$ cat config.mk
export PLATFORM = sky130hd
export DESIGN_NAME = mul_div_unit_flat
export DESIGN_NICKNAME = d
export VERILOG_FILES = /design/src/rtl/mdu_pkg.sv /design/src/rtl/mul_div_unit_if.sv /design/src/rtl/mdu_iter_core.sv /design/src/rtl/mul_div_unit.sv /design/src/flat_wrapper.sv
export SDC_FILE = /design/constraint.sdc
export NUM_CORES = 1
export LEC_CHECK = 0
export CAP_MARGIN = 20
export CORE_ASPECT_RATIO = 1.75
export CORE_UTILIZATION = 53
export CTS_BUF_LIST = sky130_fd_sc_hd__clkbuf_16
export DETAILED_ROUTE_END_ITERATION = 10
export PLACE_DENSITY_LB_ADDON = 0.2
export SETUP_SLACK_MARGIN = 0.15
export SLEW_MARGIN = 20
export SYNTH_ARGS = -nofsm -noshare
export SYNTH_HDL_FRONTEND = slang
export SYNTH_HIERARCHICAL = 1
export SYNTH_SLANG_ARGS = --single-unit
$ cat constraint.sdc
create_clock -name clk -period 4.6 [get_ports clk]
set_input_delay 1.38 -clock clk [delete_from_list [all_inputs] [get_ports clk]]
set_output_delay 1.38 -clock clk [all_outputs]
set_load 0.005 [all_outputs]
$ cat src/rtl/mdu_pkg.sv
// rtl/mdu_pkg.sv - shared md_op encodings and FSM state type for the multiply/divide unit
// Contents: md_op_e (operation codes), mdu_state_e (IDLE/CALC/FIN).
package mdu_pkg;

    typedef enum logic [2:0] {
        OP_MULT  = 3'b000,
        OP_MULTU = 3'b001,
        OP_DIV   = 3'b010,
        OP_DIVU  = 3'b011,
        OP_MTHI  = 3'b100,
        OP_MTLO  = 3'b101,
        OP_RSV6  = 3'b110,
        OP_RSV7  = 3'b111
    } md_op_e;

    typedef enum logic [1:0] {
        ST_IDLE = 2'b00,
        ST_CALC = 2'b01,
        ST_FIN  = 2'b10
    } mdu_state_e;

endpackage

$ cat src/rtl/mul_div_unit_if.sv
// rtl/mul_div_unit_if.sv - request/result bundle between a requester and mul_div_unit
// Request: start, md_op[2:0], a_in, b_in. Result: busy, done, div_zero, hi_out, lo_out.
// master = requester side, slave = mul_div_unit side.
interface mul_div_unit_if #(parameter int WIDTH = 32);
    logic             start;
    logic [2:0]       md_op;
    logic [WIDTH-1:0] a_in;
    logic [WIDTH-1:0] b_in;
    logic             busy;
    logic             done;
    logic             div_zero;
    logic [WIDTH-1:0] hi_out;
    logic [WIDTH-1:0] lo_out;

    modport master (
        output start, md_op, a_in, b_in,
        input  busy, done, div_zero, hi_out, lo_out
    );

    modport slave (
        input  start, md_op, a_in, b_in,
        output busy, done, div_zero, hi_out, lo_out
    );
endinterface

$ cat src/rtl/mdu_iter_core.sv
// rtl/mdu_iter_core.sv - one-bit-per-cycle unsigned shift-add multiply / restoring divide datapath
// Ports: clk; load (capture magnitudes, clear accumulator); step (advance one bit);
// is_div (select divide step); a_mag/b_mag unsigned operands;
// hi_res/lo_res = product upper/lower half, or remainder/quotient, after WIDTH steps.
module mdu_iter_core #(
    parameter int WIDTH = 32
) (
    input  logic             clk,
    input  logic             load,
    input  logic             step,
    input  logic             is_div,
    input  logic [WIDTH-1:0] a_mag,
    input  logic [WIDTH-1:0] b_mag,
    output logic [WIDTH-1:0] hi_res,
    output logic [WIDTH-1:0] lo_res
);
    logic [WIDTH-1:0] acc;
    logic [WIDTH-1:0] q;
    logic [WIDTH-1:0] d;
    logic [WIDTH:0]   add_sum;
    logic [WIDTH:0]   shifted;
    logic [WIDTH:0]   diff;

    // Multiply: add multiplicand when the current multiplier bit is set, then shift {acc,q} right.
    // Divide: shift the next dividend bit into the partial remainder and try subtracting.
    // The remainder stays below d, so shifted < 2*d fits in WIDTH+1 bits.
    always_comb begin
        add_sum = {1'b0, acc} + (q[0] ? {1'b0, d} : {(WIDTH+1){1'b0}});
        shifted = {acc, q[WIDTH-1]};
        diff    = shifted - {1'b0, d};
    end

    always_ff @(posedge clk) begin
        if (load) begin
            acc <= '0;
            q   <= a_mag;
            d   <= b_mag;
        end else if (step) begin
            if (is_div) begin
                if (!diff[WIDTH]) begin
                    acc <= diff[WIDTH-1:0];
                    q   <= {q[WIDTH-2:0], 1'b1};
                end else begin
                    acc <= shifted[WIDTH-1:0];
                    q   <= {q[WIDTH-2:0], 1'b0};
                end
            end else begin
                acc <= add_sum[WIDTH:1];
                q   <= {add_sum[0], q[WIDTH-1:1]};
            end
        end
    end

    assign hi_res = acc;
    assign lo_res = q;
endmodule

$ cat src/rtl/mul_div_unit.sv
// rtl/mul_div_unit.sv - iterative MIPS-style multiply/divide unit with HI/LO registers
// Ports: clk, rst (synchronous, active-high); bus (mul_div_unit_if.slave):
// start/md_op/a_in/b_in request, busy, done and div_zero pulses, hi_out/lo_out registers.
module mul_div_unit
    import mdu_pkg::*;
#(
    parameter int WIDTH = 32
) (
    input  logic               clk,
    input  logic               rst,
    mul_div_unit_if.slave      bus
);
    localparam int CW = $clog2(WIDTH) + 1;
    localparam logic [CW-1:0] LAST = CW'(WIDTH - 1);

    mdu_state_e       state, state_nxt;
    md_op_e           op_in;
    logic [CW-1:0]    cnt;
    logic [WIDTH-1:0] hi_q, lo_q;
    logic             done_q, dz_q;
    logic             op_div_q, res_neg_q, rem_neg_q, zero_q;

    logic             is_arith, is_div_op, signed_op, b_zero, a_sgn, b_sgn, load;
    logic [WIDTH-1:0] a_mag, b_mag, core_hi, core_lo;
    logic [2*WIDTH-1:0] prod;

    assign op_in     = md_op_e'(bus.md_op);
    assign is_arith  = (op_in == OP_MULT) || (op_in == OP_MULTU) ||
                       (op_in == OP_DIV)  || (op_in == OP_DIVU);
    assign is_div_op = (op_in == OP_DIV) || (op_in == OP_DIVU);
    assign signed_op = (op_in == OP_MULT) || (op_in == OP_DIV);
    assign b_zero    = (bus.b_in == '0);
    assign a_sgn     = signed_op & bus.a_in[WIDTH-1];
    assign b_sgn     = signed_op & bus.b_in[WIDTH-1];
    // The most-negative value negates to itself, which is already its correct unsigned magnitude.
    assign a_mag     = a_sgn ? -bus.a_in : bus.a_in;
    assign b_mag     = b_sgn ? -bus.b_in : bus.b_in;
    assign load      = (state == ST_IDLE) && bus.start && is_arith;

    mdu_iter_core #(.WIDTH(WIDTH)) u_core (
        .clk    (clk),
        .load   (load),
        .step   (state == ST_CALC),
        .is_div (op_div_q),
        .a_mag  (a_mag),
        .b_mag  (b_mag),
        .hi_res (core_hi),
        .lo_res (core_lo)
    );

    assign prod = res_neg_q ? -{core_hi, core_lo} : {core_hi, core_lo};

    always_ff @(posedge clk) begin
        if (rst) state <= ST_IDLE;
        else     state <= state_nxt;
    end

    always_comb begin
        state_nxt = state;
        case (state)
            ST_IDLE: if (load) state_nxt = (is_div_op && b_zero) ? ST_FIN : ST_CALC;
            ST_CALC: if (cnt == LAST) state_nxt = ST_FIN;
            ST_FIN:  state_nxt = ST_IDLE;
            default: state_nxt = ST_IDLE;
        endcase
    end

    always_ff @(posedge clk) begin
        if (rst) begin
            cnt       <= '0;
            hi_q      <= '0;
            lo_q      <= '0;
            done_q    <= 1'b0;
            dz_q      <= 1'b0;
            op_div_q  <= 1'b0;
            res_neg_q <= 1'b0;
            rem_neg_q <= 1'b0;
            zero_q    <= 1'b0;
        end else begin
            done_q <= 1'b0;
            dz_q   <= 1'b0;
            case (state)
                ST_IDLE: begin
                    if (load) begin
                        op_div_q  <= is_div_op;
                        res_neg_q <= a_sgn ^ b_sgn;
                        rem_neg_q <= a_sgn;
                        zero_q    <= is_div_op && b_zero;
                        cnt       <= '0;
                    end else if (bus.start && op_in == OP_MTHI) begin
                        hi_q <= bus.a_in;
                    end else if (bus.start && op_in == OP_MTLO) begin
                        lo_q <= bus.a_in;
                    end
                end
                ST_CALC: cnt <= cnt + 1'b1;
                ST_FIN: begin
                    done_q <= 1'b1;
                    if (zero_q) begin
                        dz_q <= 1'b1;
                    end else if (op_div_q) begin
                        lo_q <= res_neg_q ? -core_lo : core_lo;
                        hi_q <= rem_neg_q ? -core_hi : core_hi;
                    end else begin
                        {hi_q, lo_q} <= prod;
                    end
                end
                default: ;
            endcase
        end
    end

    assign bus.busy     = (state != ST_IDLE);
    assign bus.done     = done_q;
    assign bus.div_zero = dz_q;
    assign bus.hi_out   = hi_q;
    assign bus.lo_out   = lo_q;
endmodule

$ cat src/flat_wrapper.sv
// flat-port wrapper written by rule: the top's interface ports become plain ports
module mul_div_unit_flat import mdu_pkg::*;
#(
    parameter int WIDTH = 32
)
  (clk, rst, bus_start, bus_md_op, bus_a_in, bus_b_in, bus_busy, bus_done, bus_div_zero, bus_hi_out, bus_lo_out);
  mul_div_unit_if #(.WIDTH(WIDTH)) bus_i ();
  input  logic clk;
  input  logic rst;
  input wire logic [$bits(bus_i.start)-1:0] bus_start;
  input wire logic [$bits(bus_i.md_op)-1:0] bus_md_op;
  input wire logic [$bits(bus_i.a_in)-1:0] bus_a_in;
  input wire logic [$bits(bus_i.b_in)-1:0] bus_b_in;
  output wire logic [$bits(bus_i.busy)-1:0] bus_busy;
  output wire logic [$bits(bus_i.done)-1:0] bus_done;
  output wire logic [$bits(bus_i.div_zero)-1:0] bus_div_zero;
  output wire logic [$bits(bus_i.hi_out)-1:0] bus_hi_out;
  output wire logic [$bits(bus_i.lo_out)-1:0] bus_lo_out;
  assign bus_i.start = bus_start;
  assign bus_i.md_op = bus_md_op;
  assign bus_i.a_in = bus_a_in;
  assign bus_i.b_in = bus_b_in;
  assign bus_busy = bus_i.busy;
  assign bus_done = bus_i.done;
  assign bus_div_zero = bus_i.div_zero;
  assign bus_hi_out = bus_i.hi_out;
  assign bus_lo_out = bus_i.lo_out;
  mul_div_unit #(.WIDTH(WIDTH)) u_core (.clk(clk), .rst(rst), .bus(bus_i));
endmodule
==> out/results.ini, run 1 <==
[route]
drc_errors=0
viasPerCell=6.425
drt-total-wl_um=53530
num_vias=15340
ant_nets=0
drtIter0Drc=1113
dr.pass1.iters=6
wl_per_cell_um=22.42

[timing]
max_slew_margin_pct=36.22
fmax_ghz=0.2483
setup_violations=0
setup_tns_ns=0
fin_ws_ns=0.5731
fin_crit_sh_pct=87.54
rsz0062_at_grt=no
fin_crit_ns=4.027
slew_viol_final=0
worst_slew_pin_slew_ns=0.9548
finalHoldViolations=0
worst_clock_skew_ns=0.009690

[place]
place_area_um2=16730
dp_hpwl_um=41070
dp_slack_ns=0.3298
gp_congestion=1.024
io_buffers=136
dp_cells=2356

[logic_synthesis]
synth_seq_area_share_pct=27.56
synth_edf_count=64
synthArstFlopShare_pct=0
yosysTopAreaCellShare_pct=14.72
synth-seq-cells=174
ys_warn_count=6
syn-cell-area_um2=14960
yosys-top-cells-area=dfxtp_1 (15%), edfxtp_1 (13%), ha_1 (5.8%)
syn_nets=2046
post_synth.cell_area_avg_um2=7.854
synth_area_leader_cell=dfxtp_1
syn_inst=1905
synth_cell_type_count=85
ys.flop_type=dfxtp_1

[pwr]
peakVddDrop_mv=0.3156
powerDensity_nw_per_um2=373.6
power.leakage_nw=6.415
power_mw=6.452

[floorplan]
design.die.area_um2=28930
boundaryPins=137
die-width_um=129.0
rows=81
die_h_um=224.3
start_util_pct=53.68
core_um2=27870

[global_routing]
grt_max_degree=88
grt.total_usage_pct=37.15
antenna_found_initial=2
overflow=0
first_global_vias=14920
grt_pass1_wl_um=81010

[critical_path]
r2r-end=u_core/u_core/hi_res[12]$_SDFFE_PP0P_
worstPathArrival_ns=4.37
cp-start-kind=flop
endpoint=u_core/u_core/hi_res[12]$_SDFFE_PP0P_
startpoint=u_core/u_core/lo_res[31]$_DFFE_PP_
path_max_fanout=43
cp_num_buf_inv=2
critPathMaxStageDelay_ns=0.65
path_delay_family=compound AO/OA/AOI/OAI gates
path_class=reg -> reg
r2r_slack_ns=0.57
r2r-start=u_core/u_core/lo_res[31]$_DFFE_PP_
end_kind=flop
cp.depth=13
crit_chain=inv_1, ha_1, fa_1, nand2b_2, a211oi_4, o21ai_2, a2111oi_4, o41ai_2, a31oi_4, buf_12, mux2_1, a21oi_1, nor3_1
r2r_cells=13
critPathSlowestCell=edfxtp_1
required_ns=4.94

[job]
cap_violations=0

[clocking]
cts_root_buf=clkbuf_16
worstSkewPairLatency_ns=0.47
cts_resized=0
clk_pin_slew_ns=0.07
cts_tree=done
numCtsBuffers=17
htreeDepth=4
cts.sink_count=174
post_cts_buffers=0
cts_max_path_buffers=2
hold_buffers=0

[cells_and_area]
syn_to_final_growth_pct=15.43
finalInstanceArea_um2=17270
finalNetCount=2143
drive_gt1_share_pct=5.955
final_cell_count_no_fill=2388
diodes=0

[hold_path]
hold_class=reg -> reg

[status]
outcome=finished clean

state kept, by name, indices dropped and copies added, names as in the netlist:
| name | count |
|---|---|
| u_core/bus.hi_out | 32 |
| u_core/bus.lo_out | 32 |
| u_core/u_core/d | 32 |
| u_core/u_core/hi_res | 32 |
| u_core/u_core/lo_res | 32 |
| u_core/cnt | 6 |
| u_core/state | 2 |
| u_core/bus.div_zero | 1 |
| u_core/bus.done | 1 |
| u_core/op_div_q | 1 |
| u_core/rem_neg_q | 1 |
| u_core/res_neg_q | 1 |
| u_core/zero_q | 1 |
power by group:
part / internal [mW] / total, mW / switching, mW
logic: 1.19 / 2.88 / 1.68
clock network: 0.695 / 1.38 / 0.689
registers: 1.80 / 2.19 / 0.392
total: 3.69 / 6.45 / 2.77
logic make-up after synthesis:
kind of cell               after synthesis  synth area share [%]
buffers and inverters                  175                 4.633
AOI/OAI and AO/OA                      593                 26.17
DFF                                    174                 27.56
muxes                                   65                 4.415
and+or+nand+nor                        671                 22.05
adders and majority gates               71                 6.038
xor gates and xnor gates               156                 9.132
Yosys cell counts, types with 18 or more instances:
master and count:
a211oi_1 38, a21o_1 34, a21oi_1 159, a31oi_1 28
and2_1 50, clkbuf_1 83, dfxtp_1 110, edfxtp_1 64
ha_1 69, inv_1 75, mux2i_1 57, nand2_1 169
nand3_1 38, nor2_1 181, nor3_1 60, nor4_1 27
o21ai_0 134, o31ai_1 21, o41ai_1 18, or3_1 23
or4_1 18, xnor2_1 93, xor2_1 63
stage by stage:
stage	utilization, %	hold WS (ns)
global route	61.97	0.4788
finish	61.97	0.4561
floorplan	-	0.4442
detailed placement	60.04	0.4475
global placement	60.04	0.4444
CTS	61.97	0.4573
worst min-delay path by stage:
stage                                             startpoint                                  to  slack (ns)  cells past startpoint
after global routing      u_core/bus.lo_out[22]$_SDFFE_PP0P_  u_core/bus.lo_out[22]$_SDFFE_PP0P_        0.48                      2
after CTS                 u_core/bus.lo_out[22]$_SDFFE_PP0P_  u_core/bus.lo_out[22]$_SDFFE_PP0P_        0.46                      2
after detailed placement  u_core/bus.lo_out[22]$_SDFFE_PP0P_  u_core/bus.lo_out[22]$_SDFFE_PP0P_        0.45                      2
final                     u_core/bus.lo_out[22]$_SDFFE_PP0P_  u_core/bus.lo_out[22]$_SDFFE_PP0P_        0.46                      2
after floorplan           u_core/bus.hi_out[26]$_SDFFE_PP0P_  u_core/bus.hi_out[26]$_SDFFE_PP0P_        0.44                      2
after global placement    u_core/bus.lo_out[16]$_SDFFE_PP0P_  u_core/bus.lo_out[16]$_SDFFE_PP0P_        0.44                      2
area by class of cell:
type	count	area, um^2
Clock buffer	17	425.4
Clock inverter	15	112.6
Fill cell	2596	10600
Inverter	75	282.8
Multi-Input combinational cell	1556	10160
Sequential cell	174	4128
Tap cell	373	466.7
Timing Repair Buffer	178	1697
layout by cell type, fill, tap and decap left out, types with 64 or more instances in the layout:
master / count
nor2_1: 181
nand2_1: 169
a21oi_1: 159
clkdlybuf4s50_1: 135
o21ai_0: 134
dfxtp_1: 109
xnor2_1: 93
inv_1: 74
ha_1: 69
edfxtp_1: 64
metal layers:
layer	track usage (%)	up-vias	part of all wire, %
met5	0	-	0.045
met3	7.112	210	5.2
li1	-	7224	-
met1	35.43	7298	34
met4	30.63	4	8.5
met2	67.79	606	52
worst min-delay path, delay by kind of cell, from the launching register on:
family	cells	cell delay, ns
simple gates	1	0.05
flops	1	0.31
compound gates	1	0.05
Power figures use the tool's default switching activity.
==> run 2, diff against run 1 <==
ABC_CLOCK_PERIOD_IN_PS = 4600   (was not set)
==> results of run 2 <==
Final layout, timing and power as in run 1 (identical DEF).
